--- src/rtl/mem_wb_stage_pkg.sv ---
// Shared definitions for the MEM/WB stage: load-extend encodings, link register
// index and the layout of the W pipeline register.
package mem_wb_stage_pkg;

    localparam logic [2:0] EXT_LW  = 3'b000;
    localparam logic [2:0] EXT_LBU = 3'b001;
    localparam logic [2:0] EXT_LB  = 3'b010;
    localparam logic [2:0] EXT_LHU = 3'b011;
    localparam logic [2:0] EXT_LH  = 3'b100;

    localparam logic [4:0] RA_REG = 5'd31;

    typedef struct packed {
        logic        valid;
        logic [31:0] instr;
        logic [31:0] pc;
        logic [31:0] alu;
        logic [31:0] rdata;
    } w_reg_t;

    function automatic logic [4:0] instr_rt(input logic [31:0] instr);
        return instr[20:16];
    endfunction

    function automatic logic [4:0] instr_rd(input logic [31:0] instr);
        return instr[15:11];
    endfunction

endpackage

--- src/rtl/mem_wb_stage_dm_ext.sv ---
// Little-endian load extender: picks the addressed byte/halfword out of the raw
// memory word and sign- or zero-extends it; unknown encodings pass the word through.
module mem_wb_stage_dm_ext
    import mem_wb_stage_pkg::*;
(
    input  logic [31:0] rdata,
    input  logic [1:0]  off,
    input  logic [2:0]  extop,
    output logic [31:0] data
);

    logic [7:0]  byte_sel;
    logic [15:0] half_sel;

    always_comb begin
        byte_sel = rdata[{off, 3'b000} +: 8];
        half_sel = off[1] ? rdata[31:16] : rdata[15:0];
    end

    always_comb begin
        data = rdata;
        case (extop)
            EXT_LBU: data = {24'h0, byte_sel};
            EXT_LB:  data = {{24{byte_sel[7]}}, byte_sel};
            EXT_LHU: data = {16'h0, half_sel};
            EXT_LH:  data = {{16{half_sel[15]}}, half_sel};
            default: data = rdata;
        endcase
    end

endmodule

--- src/rtl/mem_wb_stage.sv ---
// MEM/WB pipeline register with the write-back datapath: GRF port selection,
// load extension, misalignment detection and a retired-instruction counter.
module mem_wb_stage
    import mem_wb_stage_pkg::*;
#(
    parameter int CNT_W    = 32,
    parameter int LINK_OFS = 8
) (
    input  logic             clk,
    input  logic             reset,
    input  logic             stall,
    input  logic             flush,
    input  logic             m_valid,
    input  logic [31:0]      m_instr,
    input  logic [31:0]      m_pc,
    input  logic [31:0]      m_alu_out,
    input  logic [31:0]      m_dm_rdata,
    output logic [31:0]      w_instr,
    output logic [31:0]      w_pc,
    input  logic [2:0]       w_dm_extop,
    input  logic             w_regwrite,
    input  logic             w_regdst,
    input  logic             w_memtoreg,
    input  logic             w_ifjal,
    input  logic             w_ifjalr,
    output logic             grf_we,
    output logic [4:0]       grf_waddr,
    output logic [31:0]      grf_wdata,
    output logic             w_misalign,
    output logic [CNT_W-1:0] retire_cnt
);

    w_reg_t           w_d, w_q;
    logic [CNT_W-1:0] retire_cnt_d, retire_cnt_q;

    logic [1:0]  off;
    logic [31:0] ext_data;
    logic        is_lw, is_half;

    // Flush wins over stall so a squashed slot never keeps a stale instruction.
    always_comb begin
        w_d = w_q;
        if (flush) begin
            w_d = '0;
        end else if (!stall) begin
            w_d.valid = m_valid;
            w_d.instr = m_instr;
            w_d.pc    = m_pc;
            w_d.alu   = m_alu_out;
            w_d.rdata = m_dm_rdata;
        end
    end

    // An instruction retires only on the edge that moves it out of W.
    always_comb begin
        retire_cnt_d = retire_cnt_q;
        if (!flush && !stall && w_q.valid) begin
            retire_cnt_d = retire_cnt_q + CNT_W'(1);
        end
    end

    always_ff @(posedge clk) begin
        if (reset) begin
            w_q          <= '0;
            retire_cnt_q <= '0;
        end else begin
            w_q          <= w_d;
            retire_cnt_q <= retire_cnt_d;
        end
    end

    assign off = w_q.alu[1:0];

    mem_wb_stage_dm_ext u_dm_ext (
        .rdata (w_q.rdata),
        .off   (off),
        .extop (w_dm_extop),
        .data  (ext_data)
    );

    always_comb begin
        is_lw   = (w_dm_extop == EXT_LW);
        is_half = (w_dm_extop == EXT_LH) || (w_dm_extop == EXT_LHU);
        w_misalign = w_q.valid && w_memtoreg &&
                     ((is_lw && (off != 2'b00)) || (is_half && off[0]));
    end

    always_comb begin
        if (w_ifjal) begin
            grf_waddr = RA_REG;
        end else if (w_ifjalr) begin
            grf_waddr = instr_rd(w_q.instr);
        end else if (w_regdst) begin
            grf_waddr = instr_rt(w_q.instr);
        end else begin
            grf_waddr = instr_rd(w_q.instr);
        end
    end

    always_comb begin
        if (w_ifjal || w_ifjalr) begin
            grf_wdata = w_q.pc + 32'(LINK_OFS);
        end else if (w_memtoreg) begin
            grf_wdata = ext_data;
        end else begin
            grf_wdata = w_q.alu;
        end
    end

    // Misaligned loads still retire but must not corrupt the register file.
    assign grf_we = w_q.valid && w_regwrite && (grf_waddr != 5'd0) && !w_misalign;

    assign w_instr    = w_q.instr;
    assign w_pc       = w_q.pc;
    assign retire_cnt = retire_cnt_q;

endmodule

--- config.mk ---
export PLATFORM = sky130hd
export DESIGN_NAME = mem_wb_stage
export DESIGN_NICKNAME = d
export VERILOG_FILES = /design/src/rtl/mem_wb_stage_pkg.sv /design/src/rtl/mem_wb_stage_dm_ext.sv /design/src/rtl/mem_wb_stage.sv
export SDC_FILE = /design/constraint.sdc
export NUM_CORES = 1
export LEC_CHECK = 0
export CORE_ASPECT_RATIO = 0.75
export CORE_MARGIN = 8
export CORE_UTILIZATION = 50
export CTS_CLUSTER_SIZE = 24
export DETAILED_ROUTE_END_ITERATION = 16
export GPL_TIMING_DRIVEN = 1
export PLACE_DENSITY = 0.92
export SYNTH_ARGS = -nofsm -noshare
export SYNTH_HDL_FRONTEND = slang
export SYNTH_SLANG_ARGS = --single-unit
export TNS_END_PERCENT = 100
--- constraint.sdc ---
create_clock -name clk -period 7.75 [get_ports clk]
set_input_delay 1.55 -clock clk [delete_from_list [all_inputs] [get_ports clk]]
set_output_delay 1.55 -clock clk [all_outputs]
set_load 0.01 [all_outputs]
# Word level (Yosys, flattened, before mapping)

Cells that the tools add are included.

Flip-flop bits (word level): 161
Bits of input ports: 141
Output and inout bits: 135
Word-level logic and storage cells: 39

Add/sub/neg operators: 2
Equal/unequal tests: 4
Shift-type cells: 1
Mux-type cells: 7
Reductions and logical operators: 19

Operator list:

| kind                                                             | count |
|---|---|
| 32-bit one-hot mux with 4 select lines                           | 1 |
| 32-bit 2-to-1 mux                                                | 2 |
| 32-bit by 1-bit adder with 32-bit output (second input constant) | 1 |
| 32-bit by 4-bit adder with 32-bit output (second input constant) | 1 |
| 32-bit by 6-bit indexed part select with 8-bit output            | 1 |
| 16-bit 2-to-1 mux                                                | 1 |
| 5-bit 2-to-1 mux                                                 | 3 |
| 1-bit logical AND                                                | 9 |
| 3-bit by 2-bit == test with 1-bit output (second input constant) | 2 |
| 5-bit nonzero test                                               | 1 |
| 3-bit by 1-bit == test with 1-bit output (second input constant) | 1 |
| 3-bit == test (second input constant)                            | 1 |
| 1-bit logical NOT                                                | 3 |
| 3-bit logical NOT                                                | 1 |
| 1-bit logical OR                                                 | 3 |
| 2-bit nonzero test                                               | 1 |
| 2-bit OR reduction                                               | 1 |

# Logic depth before layout (Yosys ltp)

Depth in word-level cells: 7
Depth in mapped cells: 7
Mapped depth without buffers: 6

# Modules after synthesis

From an unflattened synthesis, not the netlist that was laid out.

Cell total of the unflattened synthesis: 1026
Area, all modules: 8807.2 µm²

Modules (own cells, without submodules):

| module              | times used | cells an instance | area each (µm²) | seq. area each (µm²) |
|---|---|---|---|---|
| mem_wb_stage        | 1          | 887               | 7885.1          | 3223.1 |
| mem_wb_stage_dm_ext | 1          | 139               | 922.1           | 0.0 |

# Worst setup path after synthesis

No wires, ideal clock.

Path kind: in2out
Start: in w_dm_extop[2]
End: out grf_wdata[7]
Data arrival time: 3.101 ns
Data required time: 6.200 ns
Slack: 3.099 ns
Cell stages on the path: 6
Buffers on the path: 1
Cells stage by stage: clkbuf_1 > or3b_2 > a21oi_1 > a21oi_1 > o31ai_1 > and3_1

Longest elaborated chain between the ends: 4
Elaborated cells on any way between the ends: 7
Those cells by class: 4 x eq/ne; 3 x mux

Ends and longest elaborated chain:

| element                                     | RTL line                  | source |
|---|---|---|
| start: declaration                          | mem_wb_stage.sv:20        | `input logic [2:0] w_dm_extop,` |
| 3-bit == test, or another cell as far along | mem_wb_stage_dm_ext.sv:22 | `case (extop)` |
| 32-bit one-hot mux with 4 select lines (*)  | mem_wb_stage_dm_ext.sv:22 |  |
| 32-bit 2-to-1 mux (*)                       | mem_wb_stage.sv:103       | `end else if (w_memtoreg) begin` |
| 32-bit 2-to-1 mux (*)                       | mem_wb_stage.sv:101       | `if (w_ifjal \|\| w_ifjalr) begin` |
| end: declaration                            | mem_wb_stage.sv:28        | `output logic [31:0] grf_wdata,` |

Mark *: on every way between the ends. The rest lies on a longest branch, timed or not.

# Worst setup path after layout

Ends and elaborated chain as after synthesis.

==> metrics <==
maximum VDD drop=0.134 mV; overall routed net length=roughly 28000 um; post-placement worst setup slack=1.65 ns; Seq/Total Area, Yosys=0.390; XOR/XNOR Fraction of Synth Area=0.0562; Min-Delay Endpoint=w_instr[28]; htree depth=4; crit path DAT=roughly 4.7 ns; Post-Layout Cell Count=1349; Worst Skew=0.00715 ns; peak fanout along the critical path=19; num rows=40; commonest cells in the netlist=171 x nor2_1, 161 x dfxtp_1, 137 x mux2i_1; clock latency on the worst-skew pair=0.43 ns; Fmax achieved=161 MHz; # resized after CTS=0; run status=finished clean; TritonCTS Sinks=roughly 160; fin. max-slew vios=0; Via density=5.73; Hold WS=0.494 ns; Tcrit/Tclk final=0.803; Hold-fix buffers, CTS=0; Root Buffer=clkbuf_16; Die W=164 um; Total Routing Usage GR=0.257; Startpoint Class=input port; total number of vias=around 7700; Setup-failing EPs final=0; vias in the first global route=7491; final hold violations=0; setup repair bufs after CTS=0; total CTS buffers=17; DR pass1 iterations=5; reg2reg path depth=5; Routed wire per std cell=around 21 um; mux share of post-synthesis cell area=0.176; Fillers=1206; initial antenna violation count=1; HP Start=w_instr[28]; DRC Markers=0; Primary FF master, synth=dfxtp_1; Max clock buf depth=2; pwr dens=about 180 mW/mm^2; Post-synth EDFFs=0; input/output buffers=275; hold path depth=2; Crit. End Element=output pin; largest net degree at the start of global routing=81; Total Neg Setup Slack=0 ns; clock-pin transition on the worst setup and hold timing paths=0.06 ns; post-synth top area share=0.390; Worst EP required=just over 6 ns; Post-synth ARST share=0; placed cells=roughly 1300; Static Leak=4.24 nW; YS warnings=0; first-pass GRT wire length=roughly 42000 um; CP Class=input port to output pin; area grow syn2layout=36.5%; Reg2Reg Setup Slack=about 5 ns; fin crit period=a little over 6 ns; Worst Setup Slack, final=1.52 ns; library cells used by synthesis=49; HP Class=register to register; maxcap violations=0; #FFs+latches synth=161; proportion of layout cells with a drive suffix above 1=0.0457; I/O pin count=276; synth top area cells=dfxtp_1 39%, mux2i_1 17%, nor2_1 7.8%; Starting Density=0.514; Post-Synthesis Cells=around 950; Final GP Congestion=slightly above 0.9; Synth Cell Area=0.00826 mm^2; chip height=127 um; initial DRC count=802; GRT overflow=0; Die ar.=0.0209 mm^2; Adder-Cell Fraction of Synth Area=0.00303; simple-gate share of the synthesized area=0.199; main combinational cell family by area after synthesis=simple AND/OR/NAND/NOR gates; Worst slew margin=0.382; ANT nets after route=0; post-detail-place hpwl=20600 um; Core Area=0.0161 mm^2; worst-margin pin slew=0.926 ns; Post-Syn Nets=roughly 1100; area leader, netlist=dfxtp_1; # nets final=1268; worst reg2reg endpoint=retire_cnt[29]; syn avg cell area=approximately 8.7 um^2; r2r startpoint=w_q[128]; RSZ-0062 raised after global routing=no; CTS tree=built; Synth Area in Compound Gates=0.0858; most frequent cell after synthesis=nor2_1; final core occ=0.702
[flip-flops by register name, summed over array words and instances, names as in the netlist]
| register | flops |
|---|---|
| w_q | 63 |
| retire_cnt | 32 |
| w_instr | 32 |
| w_pc | 32 |
| off | 2 |
[cell families after synthesis]
kind of cell               count (synthesis)
AOI/OAI and AO/OA                        105
xor gates and xnor gates                  53
adders and majority gates                  2
buffers and inverters                    133
DFF                                      161
muxes                                    143
and+or+nand+nor                          351
[placed cells by master (no fill, tap or decap), types with 3 or more instances in the layout]
master | Yosys | routed
a211o_1 | 6 | 6
a211oi_1 | 3 | 3
a21oi_1 | 22 | 22
a221oi_1 | 19 | 19
and2_1 | 10 | 10
and3_1 | 6 | 6
and4_1 | 8 | 8
buf_4 | 64 | 7
bufinv_16 | 0 | 4
clkbuf_16 | 0 | 17
clkbuf_8 | 0 | 3
clkdlybuf4s50_1 | 0 | 274
dfxtp_1 | 161 | 161
inv_1 | 9 | 9
inv_6 | 0 | 3
mux2_2 | 5 | 5
mux2i_1 | 137 | 137
nand2_1 | 43 | 43
nand2b_1 | 4 | 4
nand3_1 | 19 | 19
nand4_1 | 13 | 13
nor2_1 | 171 | 170
nor2b_1 | 8 | 8
nor3_1 | 31 | 31
nor4_1 | 14 | 14
o21ai_0 | 27 | 27
o221ai_1 | 8 | 8
o22ai_1 | 8 | 8
o31ai_1 | 3 | 3
or3_1 | 11 | 11
xnor2_1 | 42 | 42
xor2_1 | 11 | 11
[stage by stage]
step / total power [W] / instance area (um^2)
6_report: 0.00208 / 11300
5_1_grt: 0.00215 / 11300
4_1_cts: 0.00209 / 11300
3_5_place_dp: 0.00117 / 10600
3_3_place_gp: 0.00117 / 10600
2_1_floorplan: 0.00103 / 8260
[area by class of cell]
type,count,area [um^2],area share
repair buffers,282,2810,0.249
clock inverters,10,171,0.0152
inverters,9,33.8,0.00300
clock buffers,22,474,0.0421
well taps,210,263,0.0233
flip-flops and latches,161,3220,0.286
multi-input cells,654,4300,0.381
diodes,1,2.50,0.000222
[metal layers]
metal  vias up  part of all wire  GRT usage
li1       3593                 -          -
met1      3622              0.40      0.311
met2       451              0.45      0.410
met3        68              0.11     0.0924
met4         0             0.032     0.0994
met5         -                 0          0
[power breakdown]
part | leakage [nW] | internal (W) | switching [W]
logic | 2.61 | 0.000159 | 0.000125
registers | 1.31 | 0.000850 | 0.0000257
clock network | 0.312 | 0.000570 | 0.000353
total | 4.24 | 0.00158 | 0.000504
[how the worst max path moves through the flow]
| stage | start | endpoint | slack, ns | depth (start not counted) |
|---|---|---|---|---|
| after floorplan | w_dm_extop[2] | grf_wdata[7] | 3.10 | 6 |
| after global placement | w_dm_extop[2] | grf_wdata[7] | 1.70 | 7 |
| after detailed placement | w_dm_extop[2] | grf_wdata[7] | 1.65 | 7 |
| after CTS | w_dm_extop[2] | grf_wdata[7] | 1.59 | 7 |
| after global routing | w_dm_extop[2] | grf_wdata[7] | 1.42 | 7 |
| final | w_dm_extop[2] | grf_wdata[7] | 1.52 | 7 |
[critical path, stage by stage]
cell and delay (ns):
clkdlybuf4s50_1 0.85, or3b_2 0.53, a21oi_1 0.65, a21oi_1 0.19, nand3_1 0.12, and3_1 0.22, clkdlybuf4s50_1 0.55
Note: power is estimated with default switching activity, not from simulation.
